`config.mk`:
```
export PLATFORM = sky130hd
export DESIGN_NAME = keypad_scanner
export DESIGN_NICKNAME = d
export VERILOG_FILES = /design/src/rtl/keypad_scanner.sv
export SDC_FILE = /design/constraint.sdc
export NUM_CORES = 1
export LEC_CHECK = 0
export CAP_MARGIN = 30
export CORE_MARGIN = 3
export CORE_UTILIZATION = 58
export DETAILED_ROUTE_END_ITERATION = 12
export GPL_TIMING_DRIVEN = 1
export PLACE_DENSITY = 0.79
export SETUP_SLACK_MARGIN = 0.02
export SLEW_MARGIN = 15
export SYNTH_ARGS = -nofsm -noshare
export SYNTH_HDL_FRONTEND = slang
export SYNTH_SLANG_ARGS = --single-unit
```
`constraint.sdc`:
```
create_clock -name clk -period 4.4 [get_ports clk]
set_clock_uncertainty 0.2 [all_clocks]
set_input_delay 0.88 -clock clk [delete_from_list [all_inputs] [get_ports clk]]
set_output_delay 0.88 -clock clk [all_outputs]
set_load 0.03 [all_outputs]
```
`src/rtl/keypad_scanner.sv`:
```
// 4x4 matrix keypad scanner: walks active-low rows, samples synchronized columns, publishes 16-bit key frames.
// Optional build macro KEYPAD_SCANNER_GHOST_REJECT_EN blanks any published frame holding two or more keys.
module keypad_scanner #(
   parameter int SETTLE_CYCLES = 1000
) (
   input  logic        clk,
   input  logic        rst_n,
   input  logic        scan_en,
   input  logic [3:0]  col_n,
   output logic [3:0]  row_n,
   output logic [15:0] keypad_raw,
   output logic        frame_valid,
   output logic        multi_key,
   output logic        scan_busy
);

   typedef enum logic [1:0] {IDLE, DRIVE, SAMPLE, PUBLISH} state_t;

   localparam logic [19:0] SETTLE_LAST = 20'(SETTLE_CYCLES - 1);

   state_t      state;
   logic [1:0]  row_idx;
   logic [19:0] settle_cnt;
   logic [3:0]  col_sync_p0;
   logic [3:0]  col_sync_p1;
   logic [15:0] frame;

   function automatic logic [4:0] popcount16(input logic [15:0] v);
      logic [4:0] n;
      n = 5'd0;
      for (int i = 0; i < 16; i++) n = n + {4'd0, v[i]};
      return n;
   endfunction

   function automatic logic [3:0] row_drive(input logic [1:0] idx);
      logic [3:0] v;
      v      = 4'hF;
      v[idx] = 1'b0;
      return v;
   endfunction

   function automatic logic [15:0] publish_value(input logic [15:0] v);
`ifdef KEYPAD_SCANNER_GHOST_REJECT_EN
      return (popcount16(v) >= 5'd2) ? 16'h0000 : v;
`else
      return v;
`endif
   endfunction

   // Stage p0/p1: two-flop synchronizer on the asynchronous column inputs
   always_ff @(posedge clk or negedge rst_n) begin
      if (!rst_n) begin
         col_sync_p0 <= 4'hF;
         col_sync_p1 <= 4'hF;
      end else begin
         col_sync_p0 <= col_n;
         col_sync_p1 <= col_sync_p0;
      end
   end

   // Frame assembly: one nibble per row, loaded on the exit edge of SAMPLE
   always_ff @(posedge clk) begin
      if (state == SAMPLE) frame[{row_idx, 2'b00} +: 4] <= ~col_sync_p1;
   end

   always_ff @(posedge clk or negedge rst_n) begin
      if (!rst_n) begin
         state       <= IDLE;
         row_idx     <= 2'd0;
         settle_cnt  <= 20'd0;
         row_n       <= 4'hF;
         keypad_raw  <= 16'h0000;
         frame_valid <= 1'b0;
         multi_key   <= 1'b0;
         scan_busy   <= 1'b0;
      end else begin
         frame_valid <= 1'b0;
         case (state)
            IDLE: begin
               row_n <= 4'hF;
               if (scan_en) begin
                  state      <= DRIVE;
                  row_idx    <= 2'd0;
                  settle_cnt <= 20'd0;
                  row_n      <= row_drive(2'd0);
                  scan_busy  <= 1'b1;
               end
            end
            DRIVE: begin
               if (!scan_en) begin
                  state      <= IDLE;
                  row_idx    <= 2'd0;
                  settle_cnt <= 20'd0;
                  row_n      <= 4'hF;
                  keypad_raw <= 16'h0000;
                  scan_busy  <= 1'b0;
               end else if (settle_cnt == SETTLE_LAST) begin
                  state <= SAMPLE;
               end else begin
                  settle_cnt <= settle_cnt + 20'd1;
               end
            end
            SAMPLE: begin
               if (!scan_en) begin
                  state      <= IDLE;
                  row_idx    <= 2'd0;
                  settle_cnt <= 20'd0;
                  row_n      <= 4'hF;
                  keypad_raw <= 16'h0000;
                  scan_busy  <= 1'b0;
               end else if (row_idx != 2'd3) begin
                  state      <= DRIVE;
                  row_idx    <= row_idx + 2'd1;
                  settle_cnt <= 20'd0;
                  row_n      <= row_drive(row_idx + 2'd1);
               end else begin
                  state <= PUBLISH;
                  row_n <= 4'hF;
               end
            end
            PUBLISH: begin
               // The publish always completes; scan_en only picks the next state
               keypad_raw  <= publish_value(frame);
               multi_key   <= (popcount16(frame) >= 5'd2);
               frame_valid <= 1'b1;
               row_idx     <= 2'd0;
               settle_cnt  <= 20'd0;
               if (scan_en) begin
                  state <= DRIVE;
                  row_n <= row_drive(2'd0);
               end else begin
                  state     <= IDLE;
                  row_n     <= 4'hF;
                  scan_busy <= 1'b0;
               end
            end
            default: begin
               state     <= IDLE;
               row_n     <= 4'hF;
               scan_busy <= 1'b0;
            end
         endcase
      end
   end

endmodule

```
==> results_dict.tcl, run 1 <==
set metrics [dict create \
    clkTransAtPathRegs_ps 80 \
    grt_max_degree 36 \
    cts_tree "done" \
    timing.final.crit_period_ps 3770 \
    synth_top_area_share 0.281 \
    clk_latency_ps 350 \
    post_cts_buffers 0 \
    route.vias.total 2761 \
    gp_congestion 0.860 \
    drive_gt1_frac 0.111 \
    gr-total-overflow 0 \
    hpwlAfterDp_um 5570 \
    yosysSeqAreaShare 0.490 \
    worstPathRequired_ps 4410 \
    status "completed" \
    worst_slew_pin_slew_ps 745 \
    power_density_nw_per_um2 478 \
    antenna_left 0 \
    worstSetupPathType "flip-flop to flip-flop" \
    dieArea_um2 7600 \
    grt_pass1_vias 2731 \
    dr.first_iter.drc_count 184 \
    cts-root-buf "clkbuf_8" \
    vias_per_cell 5.85 \
    yosysTopAreaCell "dfrtp_1" \
    irDropWorstVdd_mv 0.431 \
    synth.distinct_cells 49 \
    synth_nets 399 \
    drt_pass1_iterations 4 \
    num_io_pins 30 \
    syn_inst 365 \
    finalHoldViolCount 0 \
    die_x_um 87.2 \
    wire_per_inst_um 16.3 \
    htree_levels 3 \
    ys_async_sr_fraction 0.775 \
    startpoint "frame[5]" \
    fin_tns_setup_ps 0 \
    cts_buffers 9 \
    hold_class "flip-flop to flip-flop" \
    p_leak_nw 1.77 \
    wl_um 7710 \
    antenna_found_initial 0 \
    rsz0062_at_grt "no" \
    die_h_um 87.2 \
    synth_top_cells_by_area "dfrtp_1 28%, edfxtp_1 13%, dfstp_2 8.2%" \
    setup_violations 0 \
    start_kind "flip-flop" \
    post-route-period-util 0.856 \
    maxCapViolCount 0 \
    synth_edf_count 16 \
    ctsResizeCount 0 \
    slew_violations 0 \
    route.detailed.drc 0 \
    initial_core_util 0.620 \
    cp_max_fo 3 \
    track_usage 0.231 \
    fill_cells 469 \
    fmax_ghz 0.266 \
    r2r_cells 10 \
    cts.sinks 71 \
    cp-end-kind "flip-flop" \
    r2r-start "frame[5]" \
    fin_util 0.707 \
    synthesis.area_um2 3820 \
    avgSynthCellArea_um2 10.5 \
    fin_total_pwr_mw 2.08 \
    synth_ff_type "dfrtp_1" \
    rrSetupSlack_ps 630 \
    nNetsFinal 426 \
    core_area_um2 6170 \
    r2r_end "multi_key" \
    ys_seq_elements 71 \
    crit_path_end "multi_key" \
    rows 28 \
    hold_buffers 0 \
    arrival_ps 3770 \
    grt_pass1_wl_um 13400 \
    diodes 0 \
    area_growth_pct 14.1 \
    slew_headroom 0.504 \
    ys_warn_count 0 \
    cts_buffer_depth 2 \
    portBuffers 29 \
]
==> area by class of cell <==
type | count | area, um^2 | share of cell area
tap | 75 | 93.8 | 0.0215
timing repair buffer | 33 | 315 | 0.0723
inverter | 30 | 113 | 0.0258
multi-input combinational | 247 | 1760 | 0.404
clock inverter | 7 | 80.1 | 0.0184
sequential | 71 | 1870 | 0.429
clock buffer | 9 | 124 | 0.0284
==> metrics by stage <==
step	worst slack (ps)	hold slack (ps)	instance area, um^2	cells
after floorplan	819	145	3820	365
after global placement	757	146	4160	456
after detailed placement	630	147	4160	456
after CTS	625	160	4360	472
after global routing	515	162	4360	472
final	634	158	4360	472
==> worst max-delay path, stage by stage, from the launching register on <==
cell,delay (ps)
edfxtp_1,400
inv_1,80
fa_1,560
fa_1,440
fa_1,480
fa_1,490
inv_1,40
ha_1,190
fa_1,440
nor3_1,190
a31oi_1,100
==> placed cells by master, fill, tap and decap left out, types with 16 or more instances in the layout <==
cell type	Yosys	final
nand2_1	51	51
dfrtp_1	43	43
nor2_1	33	33
inv_1	30	30
clkdlybuf4s50_1	0	28
nor3_1	18	18
ha_1	17	17
mux2i_1	16	16
o221ai_1	16	16
edfxtp_1	16	16
==> metal layers <==
metal,GRT usage,part of all wire
met3,0.0605,0.053
met5,0,0
met2,0.349,0.48
met1,0.330,0.45
met4,0.0669,0.013
==> flip-flops by register name, indices dropped and copies added, names as in the netlist, 2 cells and up <==
signal and cells:
col_sync_p0 4, col_sync_p1 4, frame 16, keypad_raw 16
row_idx 2, row_n 4, settle_cnt 20, state 2
==> worst min-delay path by stage <==
| stage | slack [ps] | cells after the start | from | to |
|---|---|---|---|---|
| after floorplan | 150 | 0 | col_sync_p0[0] | col_sync_p1[0] |
| after global placement | 150 | 0 | col_sync_p0[3] | col_sync_p1[3] |
| after detailed placement | 150 | 0 | col_sync_p0[1] | col_sync_p1[1] |
| after CTS | 160 | 0 | col_sync_p0[1] | col_sync_p1[1] |
| after global routing | 160 | 0 | col_sync_p0[1] | col_sync_p1[1] |
| final | 160 | 0 | col_sync_p0[1] | col_sync_p1[1] |
==> synthesized netlist by cell type (all sizes together), types with 4 or more instances <==
cell type,number
fa,10
a21oi,6
inv,30
xor2,12
nand4,8
nor3,18
dfrtp,43
dfstp,12
nor2,33
ha,17
and2,5
nand2,51
o21ai,8
and3,4
edfxtp,16
clkbuf,12
nand3,11
buf,5
mux2i,16
o221ai,16
==> kinds of logic (layout without fill, tap and decap cells) <==
logic type	count (synthesis)	count (layout)	share of synthesized area
mux	19	19	0.0507
simple gates	143	143	0.185
xor+xnor	12	12	0.0275
buf+inv	47	79	0.0491
compound gates	46	46	0.0900
fa+ha+maj	27	27	0.108
flops	71	71	0.490
==> where the power goes <==
part	internal [mW]	leakage [nW]	switching, mW	total, mW
Combinational	0.266	0.782	0.447	0.713
Clock	0.269	0.102	0.266	0.536
Sequential	0.767	0.890	0.0690	0.836
Note: power is estimated with default switching activity, not from simulation.
==> inputs of run 2 (changes only) <==
Settings changed: ABC_CLOCK_PERIOD_IN_PS set to 4400, HOLD_SLACK_MARGIN set to 0.05.
==> results of run 2 <==
No change in the layout: final DEF, timing and power equal those of run 1.
==> inputs of run 3 (changes only) <==
Settings changed: CORE_MARGIN 3 to 2.
==> run 3 against run 2 <==
  * Maximum frequency fell by 0.58%
  * Largest cell class unchanged
  * Via count rose by 0.54%
  * First-iteration DRC count rose by 3.3%
  * Count of clock-buffer cells in the layout did not move
  * Die area fell by 4.5%
  * Hold slack got worse by 30 ps
  * Sequential power barely moved
  * Highest routed layer unchanged
  * Total power rose by 2.6%
  * Register-to-register slack got worse by 20 ps
==> results_dict.tcl, run 3 (synthesis gave the netlist of run 1 again) <==
set metrics [dict create \
    status "completed" \
    vias_per_cell 5.84 \
    final_cells 475 \
    hold_class "input port to async pin" \
    wire_per_inst_um 15.8 \
    rsz0062_at_grt "no" \
    fin_area_um2 4410 \
    dieArea_um2 7260 \
    cp_cell_sequence "inv_1, fa_1, fa_1, fa_1, fa_1, inv_1, ha_1, fa_1, nor3_1, a31oi_1" \
    final_common_cell "nand2_1" \
    cpPeakStageDelay_ps 600 \
    maxCapViolCount 0 \
    grt_pass1_wl_um 12900 \
    p_leak_nw 1.80 \
    cts.sinks 71 \
    track_usage 0.229 \
    clk_latency_ps 350 \
    die_h_um 85.2 \
    fin_tns_setup_ps 0 \
    placedInstanceArea_um2 4160 \
    drive_gt1_frac 0.113 \
    die_x_um 85.2 \
    start_kind "flip-flop" \
    irDropWorstVdd_mv 0.458 \
    worstSetupPathType "flip-flop to flip-flop" \
    crit_path_top_delay_cell "fa_1" \
    post_cts_buffers 0 \
    nNetsFinal 427 \
    cts_buffers 9 \
    drt_pass1_iterations 5 \
    finalHoldViolCount 0 \
    htree_levels 3 \
    hpwlAfterDp_um 5330 \
    cts_tree "done" \
    post-route-period-util 0.861 \
    portBuffers 29 \
    cts-root-buf "clkbuf_8" \
    diodes 0 \
    largest_register_ffs 20 \
    dr.first_iter.drc_count 190 \
    dp_cells 458 \
    power_density_nw_per_um2 485 \
    timing.final.crit_period_ps 3790 \
    slew_violations 0 \
    fill_cells 441 \
    crit_path_frequent_cell "fa_1" \
    ctsResizeCount 0 \
    cp-end-kind "flip-flop" \
    regMostFlops "settle_cnt" \
    fmax_ghz 0.264 \
    rows 29 \
    gr-total-overflow 0 \
    reg_top3 "settle_cnt: 20 flops, frame: 16 flops, keypad_raw: 16 flops" \
    slew_headroom 0.499 \
    grt_max_degree 41 \
    area_growth_pct 15.3 \
    grt_pass1_vias 2700 \
    gp_congestion 0.848 \
    worstPathRequired_ps 4420 \
    hold_buffers 0 \
    cts_buffer_depth 2 \
    route.vias.total 2776 \
    antenna_left 0 \
    cp_max_fo 3 \
    num_io_pins 30 \
    antenna_found_initial 0 \
    wl_um 7520 \
    clkTransAtPathRegs_ps 80 \
    mostFrequentLayoutCells "51 x nand2_1, 43 x dfrtp_1, 33 x nor2_1" \
    core_area_um2 6350 \
    route.detailed.drc 0 \
    arrival_ps 3810 \
    worst_slew_pin_slew_ps 746 \
    setup_violations 0 \
    initial_core_util 0.602 \
]
==> run 3: report_power, final <==
group          switching [mW]  internal (mW)  total [mW]
sequential             0.0667          0.767       0.834
clock                   0.267          0.326       0.593
combinational           0.444          0.267       0.712
==> run 3: critical path, delay by kind of cell (launching register included) <==
kind                       cells  cell delay [ps]
DFF                            1              390
AOI/OAI and AO/OA              1              100
adders and majority gates      6             2690
and+or+nand+nor                1              170
buffers and inverters          2              130
==> run 3: final timing paths <==
path / start / endpoint / slack (ps) / cells past startpoint
worst max register to register: frame[0] / multi_key / 610 / 10
worst min register to register: col_sync_p0[1] / col_sync_p1[1] / 160 / 0
max in group asynchronous: rst_n / keypad_raw[15] / 3180 / 3
min in group clk: col_sync_p0[1] / col_sync_p1[1] / 160 / 0
worst max-delay path: frame[0] / multi_key / 610 / 10
worst min-delay path: rst_n / settle_cnt[14] / 130 / 1
==> run 3: per-stage QoR <==
step	setup WS, ps	utilization	total power [mW]	hold slack (ps)
floorplan	819	-	1.34	145
global placement	752	0.655	1.53	146
detailed placement	610	0.655	1.56	147
CTS	600	0.691	2.15	155
global route	417	0.694	2.26	120
finish	612	0.694	2.14	128
==> run 3: metal layers <==
| layer | global-route usage | wire length (um) | vias up |
|---|---|---|---|
| li1 | - | - | 1327 |
| met1 | 0.328 | 3590 | 1341 |
| met2 | 0.335 | 3410 | 93 |
| met3 | 0.0467 | 363 | 15 |
| met4 | 0.111 | 157 | 0 |
| met5 | 0 | 0 | - |
==> run 3: layout make-up <==
class	count	area [um^2]	share of cell area
repair buffers	34	335	0.0761
inverters	30	113	0.0255
multi-input cells	247	1760	0.400
clock inverters	7	104	0.0236
clock buffers	9	124	0.0281
flip-flops and latches	71	1870	0.425
well taps	77	96.3	0.0219
==> variant 1 (settings of run 3) <==
Add an input register stage for `scan_en` and `col_n`; this delays them by one clock.
--- a/src/rtl/keypad_scanner.sv
+++ b/src/rtl/keypad_scanner.sv
@@ -17,6 +17,14 @@
    typedef enum logic [1:0] {IDLE, DRIVE, SAMPLE, PUBLISH} state_t;
 
    localparam logic [19:0] SETTLE_LAST = 20'(SETTLE_CYCLES - 1);
+
+   logic scan_en_q;
+   logic [3:0] col_n_q;
+
+   always_ff @(posedge clk) begin
+      scan_en_q <= scan_en;
+      col_n_q   <= col_n;
+   end
 
    state_t      state;
    logic [1:0]  row_idx;
@@ -53,7 +61,7 @@
          col_sync_p0 <= 4'hF;
          col_sync_p1 <= 4'hF;
       end else begin
-         col_sync_p0 <= col_n;
+         col_sync_p0 <= col_n_q;
          col_sync_p1 <= col_sync_p0;
       end
    end
@@ -78,7 +86,7 @@
          case (state)
             IDLE: begin
                row_n <= 4'hF;
-               if (scan_en) begin
+               if (scan_en_q) begin
                   state      <= DRIVE;
                   row_idx    <= 2'd0;
                   settle_cnt <= 20'd0;
@@ -87,7 +95,7 @@
                end
             end
             DRIVE: begin
-               if (!scan_en) begin
+               if (!scan_en_q) begin
                   state      <= IDLE;
                   row_idx    <= 2'd0;
                   settle_cnt <= 20'd0;
@@ -101,7 +109,7 @@
                end
             end
             SAMPLE: begin
-               if (!scan_en) begin
+               if (!scan_en_q) begin
                   state      <= IDLE;
                   row_idx    <= 2'd0;
                   settle_cnt <= 20'd0;
@@ -125,7 +133,7 @@
                frame_valid <= 1'b1;
                row_idx     <= 2'd0;
                settle_cnt  <= 20'd0;
-               if (scan_en) begin
+               if (scan_en_q) begin
                   state <= DRIVE;
                   row_n <= row_drive(2'd0);
                end else begin
Formal check against the unedited RTL: not equivalent (a bounded check fails within 4 cycles, from zero or initial values and one cycle with rst_n low).
==> variant 1 against run 3 <==
Final area increased by 5.6%; clock power shrank 9.1%; area after synthesis is 8.1% higher; setup slack got worse by 0.53 ns; maximum frequency shrank 12%; sequential cell count grew 5; power is 9.2% higher; routed wire length is 8.3% higher; critical path type unchanged.
==> variant 1: results (changes against run 3) <==
stage;metric;value;unit;change
status;outcome;finished clean;;
clock_network;CTS Buf Count;9;;unchanged
logic_synthesis;dominant cells by area after synthesis;dfrtp_1 26%, edfxtp_1 12%, dfstp_2 7.6%, mux2i_1 5.6%, nand2_1 5.4%;;
global_routing;initial antenna violation count;0;;unchanged
placed_design;Port Buf Inserts;29;;unchanged
global_routing;aggregate global-route resource usage;22.79;%;-0.082 points
critical_path;r2r worst-path depth;11;;+1
global_routing;via count of the first global-routing pass;2888;;+7.0%
logic_synthesis;Post-synth ARST share;72.37;%;-5.1 points
routing;detail-routed via count per cell;5.819;;-0.44%
clock_network;worst-skew pair later-pin latency;0.36;ns;
clock_network;post-cts resize count;0;;unchanged
routing;antenna-violating nets left;0;;unchanged
global_routing;maximum number of pins on one net before global-route repair;36;;-12%
logic_synthesis;number of synthesized flops with an enable pin;16;;unchanged
placed_design;DP Wirelength;5743;um;+7.7%
finish;total inserted antenna cells;0;;unchanged
worst_hold_path;Worst Hold End;col_sync_p0[3];;
routing;total wire length;8143;um;+8.3%
finish;Final #Nets;451;;+5.6%
power;Leakage Power;0.001824;uW;+1.6%
critical_path;critical path fanouts, max;3;;unchanged
critical_path;FF-to-FF Start;frame[0];;
critical_path;cell type group with the largest total delay on the critical path;adder cells;;
timing;smallest hold slack;0.09703;ns;-0.03116 ns
routing;Vias;3014;;+8.6%
worst_hold_path;kind of path behind the tightest hold check;register to register;;
critical_path;internal reg-to-reg setup slack;0.09;ns;-0.53 ns
timing;Worst slew margin;56.27;%;+6.4 points
placed_design;Inst Count DP;501;;+9.4%
clock_network;Setup Fix Bufs, Post-CTS;0;;unchanged
finish;layout cells sized above 1;12.32;%;+1.0 points
logic_synthesis;Warnings, synthesis;0;;unchanged
placed_design;worst-case setup slack after placement;0.09066;ns;-0.5195 ns
logic_synthesis;Post-Synthesis Net Count;426;;+6.8%
critical_path;end of the worst register-to-register path;multi_key;;
finish;leading registers by flop count;settle_cnt (20), frame (16), keypad_raw (16);;
clock_network;number of levels in the clock H-tree;3;;unchanged
worst_hold_path;start point of the worst min-delay path;col_n_q[3];;
global_routing;global-route wire length before repair;13610;um;+5.7%
logic_synthesis;Post-synth top cells;59 x nand2_1, 43 x dfrtp_1, 31 x inv_1;;
finish;number of inserted filler cells in the final layout;538;;+22%
power;Worst VDD drop;0.3217;mV;-30%
logic_synthesis;Avg Cell Area, Syn;10.54;um^2;+0.64%
routing;length of the first detailed-routing pass in iterations;4;;-1
placed_design;global placement routability congestion;0.8111;;-4.4%
critical_path;worst stage delay on the critical path;0.59;ns;
clock_network;clock slew seen by the registers of the worst setup and hold paths;0.08;ns;about the same
clock_network;buffer cell driving the clock tree root;clkbuf_8;;
critical_path;CP max stage cell;fa_1;;
logic_synthesis;number of different library cells in the post-synthesis netlist;56;;+14%
placed_design;post-placement cell area;4451;um^2;+7.0%
logic_synthesis;portion of the post-synthesis area used by sequential elements;47.71;%;-1.2 points
worst_hold_path;hold path depth;0;;
clock_network;maximum number of buffers from clock root to sink;2;;unchanged
routing;violation count after the first detailed-route iteration;216;;+14%
## variant 1: changes by cell type after synthesis, moves of 4 or more
cell	run 3	this run
a21oi_1	6	18
nor3_1	18	9
nand2_1	51	59
nor2_1	33	25
xor2_1	12	4
mux2i_1	16	23
nand2b_1	2	8
dfxtp_1	0	5
nand4_1	8	4
or3_1	1	5
## variant 1: worst max path at each step
stage                  start   endpoint  cells after the start  slack [ns]
floorplan           frame[0]  multi_key                     11        0.39
global placement    frame[0]  multi_key                     11        0.30
detailed placement  frame[0]  multi_key                     11        0.09
CTS                 frame[0]  multi_key                     11         0.1
global route        frame[0]  multi_key                     11        0.02
finish              frame[0]  multi_key                     11        0.09
## variant 1: cells by family after synthesis
logic type,Yosys count,synth area share (%)
multiplexers,24,5.843
AND/OR/NAND/NOR,148,18.32
buffers and inverters,50,5.480
adder cells (fa/ha/maj),27,9.991
AO/OA/AOI/OAI,63,11.81
XOR/XNOR,4,0.8476
flip-flops,76,47.71
## variant 1: area by class of cell
cell class,count,area [um^2],share of cell area [%]
multi-input cells,266,1934,41.56
clock buffers,9,123.9,2.661
clock inverters,7,75.07,1.613
inverters,31,116.4,2.500
flip-flops and latches,76,1972,42.37
well taps,96,120.1,2.581
repair buffers,33,312.8,6.720
## variant 1: power breakdown
| group | leakage [uW] | switching (uW) | internal [uW] | total, uW |
|---|---|---|---|---|
| clock network | 0.000104 | 274 | 265 | 539 |
| registers | 0.000913 | 74.5 | 827 | 902 |
| logic | 0.000808 | 564 | 331 | 895 |
| total | 0.00182 | 913 | 1420 | 2340 |
## variant 1: per-layer routing
layer / vias up / track usage [%] / routed length [um]
met1: 1505 / 29.08 / 3572
met3: 20 / 3.825 / 272
met4: 0 / 11.43 / 181
met5: - / 0 / 0
li1: 1424 / - / -
met2: 65 / 37.73 / 4117
==> variant 2 (settings of run 3) <==
Without the edit above. Add a define of `KEYPAD_SCANNER_GHOST_REJECT_EN`.
--- a/src/rtl/keypad_scanner.sv
+++ b/src/rtl/keypad_scanner.sv
@@ -1,5 +1,7 @@
 // 4x4 matrix keypad scanner: walks active-low rows, samples synchronized columns, publishes 16-bit key frames.
 // Optional build macro KEYPAD_SCANNER_GHOST_REJECT_EN blanks any published frame holding two or more keys.
+`define KEYPAD_SCANNER_GHOST_REJECT_EN
+
 module keypad_scanner #(
    parameter int SETTLE_CYCLES = 1000
 ) (
Behaviour: no difference found for any inputs over 10 cycles, from zero or initial values and one cycle with rst_n low; that may be too few to reach the edited logic, so the function may still have changed.
==> variant 2 against run 3 <==
Routed wire length is 0.44% lower; power is 4.3% higher; setup slack worse by 0.56 ns; via count is 2.4% lower; final area is 2.7% lower; sequential power is 2% higher; area after synthesis is 5.4% lower; sequential cell count stayed put.
==> variant 2: results (changes against run 3) <==
stage;metric;value;unit;change
global_routing;aggregate global-route resource usage;22.82;%;-0.054 points
timing;measured slew at the worst slew-check pin;0.7062;ns;-0.03938 ns
placed_design;global placement routability congestion;0.8526;;+0.54%
critical_path;internal reg-to-reg setup slack;0.05;ns;-0.56 ns
clock_network;CTS Buf Count;9;;unchanged
logic_synthesis;Compound-Gate Fraction of Synth Area;15.95;%;+6.9 points
worst_hold_path;kind of path behind the tightest hold check;register to register;;
routing;violation count after the first detailed-route iteration;209;;+10%
critical_path;Worst EP arrival;4.43;ns;+0.62 ns
global_routing;global-route wire length before repair;12640;um;-1.8%
status;outcome;finished clean;;
timing;smallest hold slack;0.1591;ns;+0.03093 ns
logic_synthesis;mux cell area share after synthesis;0.8648;%;-4.2 points
global_routing;maximum number of pins on one net before global-route repair;34;;-17%
routing;detail-routed via count per cell;5.941;;+1.7%
placed_design;worst-case setup slack after placement;-0.02144;ns;-0.6316 ns
finish;layout cells sized above 1;14.70;%;+3.4 points
logic_synthesis;portion of the post-synthesis area used by sequential elements;51.75;%;+2.8 points
global_routing;via count of the first global-routing pass;2654;;-1.7%
routing;length of the first detailed-routing pass in iterations;4;;-1
logic_synthesis;Post-Synthesis Net Count;368;;-7.8%
logic_synthesis;adder and majority cell fraction of the synthesized area;11.41;%;+0.62 points
power;Leakage Power;0.001830;uW;+1.9%
power;Worst VDD drop;0.3420;mV;-25%
logic_synthesis;xor/xnor share of the synthesized area;0;%;-2.7 points
global_routing;initial antenna violation count;0;;unchanged
logic_synthesis;Gate Count Post-Synth;334;;-8.5%
timing;fin worst setup slack;0.05098;ns;-0.5611 ns
finish;number of non-filler instances in the completed layout;456;;-4.0%
routing;average routed wire per standard cell;16.42;um;+3.7%
logic_synthesis;dominant cells by area after synthesis;dfrtp_1 30%, edfxtp_1 13%, dfstp_2 8.7%, ha_1 5.9%, fa_1 5.5%;;
placed_design;DP Wirelength;5181;um;-2.8%
placed_design;Inst Count DP;431;;-5.9%
critical_path;critical path fanouts, max;8;;+5
logic_synthesis;Post-synth top cells;43 x dfrtp_1, 36 x inv_1, 26 x nand2_1;;
logic_synthesis;number of different library cells in the post-synthesis netlist;50;;+2.0%
finish;Final #Nets;410;;-4.0%
-- variant 2: layout make-up --
type                            count  area [um^2]
Sequential cell                    71         1872
Fill cell                         405         1703
Multi-Input combinational cell    216         1570
Timing Repair Buffer               42        390.4
Inverter                           36        135.1
Clock buffer                        9        123.9
Clock inverter                      7        102.6
Tap cell                           75        93.84
-- variant 2: repair_timing --
action / in CTS / in global routing
buffers inserted: 0 / 8
cloned: 0 / 1
pin swaps: 0 / 9
setup endpoints to repair: 16 / 16
resized for setup: 3 / 8
-- variant 2: worst paths after layout --
check / from / end / cells past startpoint
min: col_sync_p0[1] / col_sync_p1[1] / 0
min reg2reg: col_sync_p0[1] / col_sync_p1[1] / 0
max reg2reg: frame[13] / keypad_raw[5] / 13
max: frame[13] / keypad_raw[5] / 13
min in group asynchronous: rst_n / multi_key / 1
max in group asynchronous: rst_n / col_sync_p0[2] / 2
-- variant 2: logic make-up after synthesis --
group / after synthesis
adders and majority gates: 27
AOI/OAI and AO/OA: 84
and+or+nand+nor: 102
buffers and inverters: 47
DFF: 71
muxes: 3
-- variant 2: per-stage QoR --
step / util [%] / power (uW) / instance area (um^2)
after detailed placement: 66.33 / 1625 / 3974
after CTS: 70.28 / 2224 / 4210
after global routing: 71.57 / 2364 / 4288
after floorplan: - / 1377 / 3617
after global placement: 66.33 / 1593 / 3974
final: 71.57 / 2231 / 4288
-- variant 2: worst max-delay path, stage by stage, from the launching register on --
cell      delay, ns
edfxtp_1       0.38
inv_2          0.05
fa_1           0.55
fa_1           0.46
fa_1           0.49
fa_1           0.51
inv_1          0.05
ha_2           0.17
fa_1           0.45
nor4b_2        0.30
o21ai_1        0.14
a21oi_2        0.23
buf_6          0.18
a22o_1         0.14
-- variant 2: per-layer routing --
metal	GRT usage, %	share of wire, %	up-vias
li1	-	-	1270
met1	28.01	42	1356
met2	40.47	53	70
met3	3.579	3.4	13
met4	8.793	1.8	0
met5	0	0	-
-- variant 2: report_power, final --
group          switching, uW  internal (uW)
combinational            485            305
clock                    266            326
sequential              74.4            775
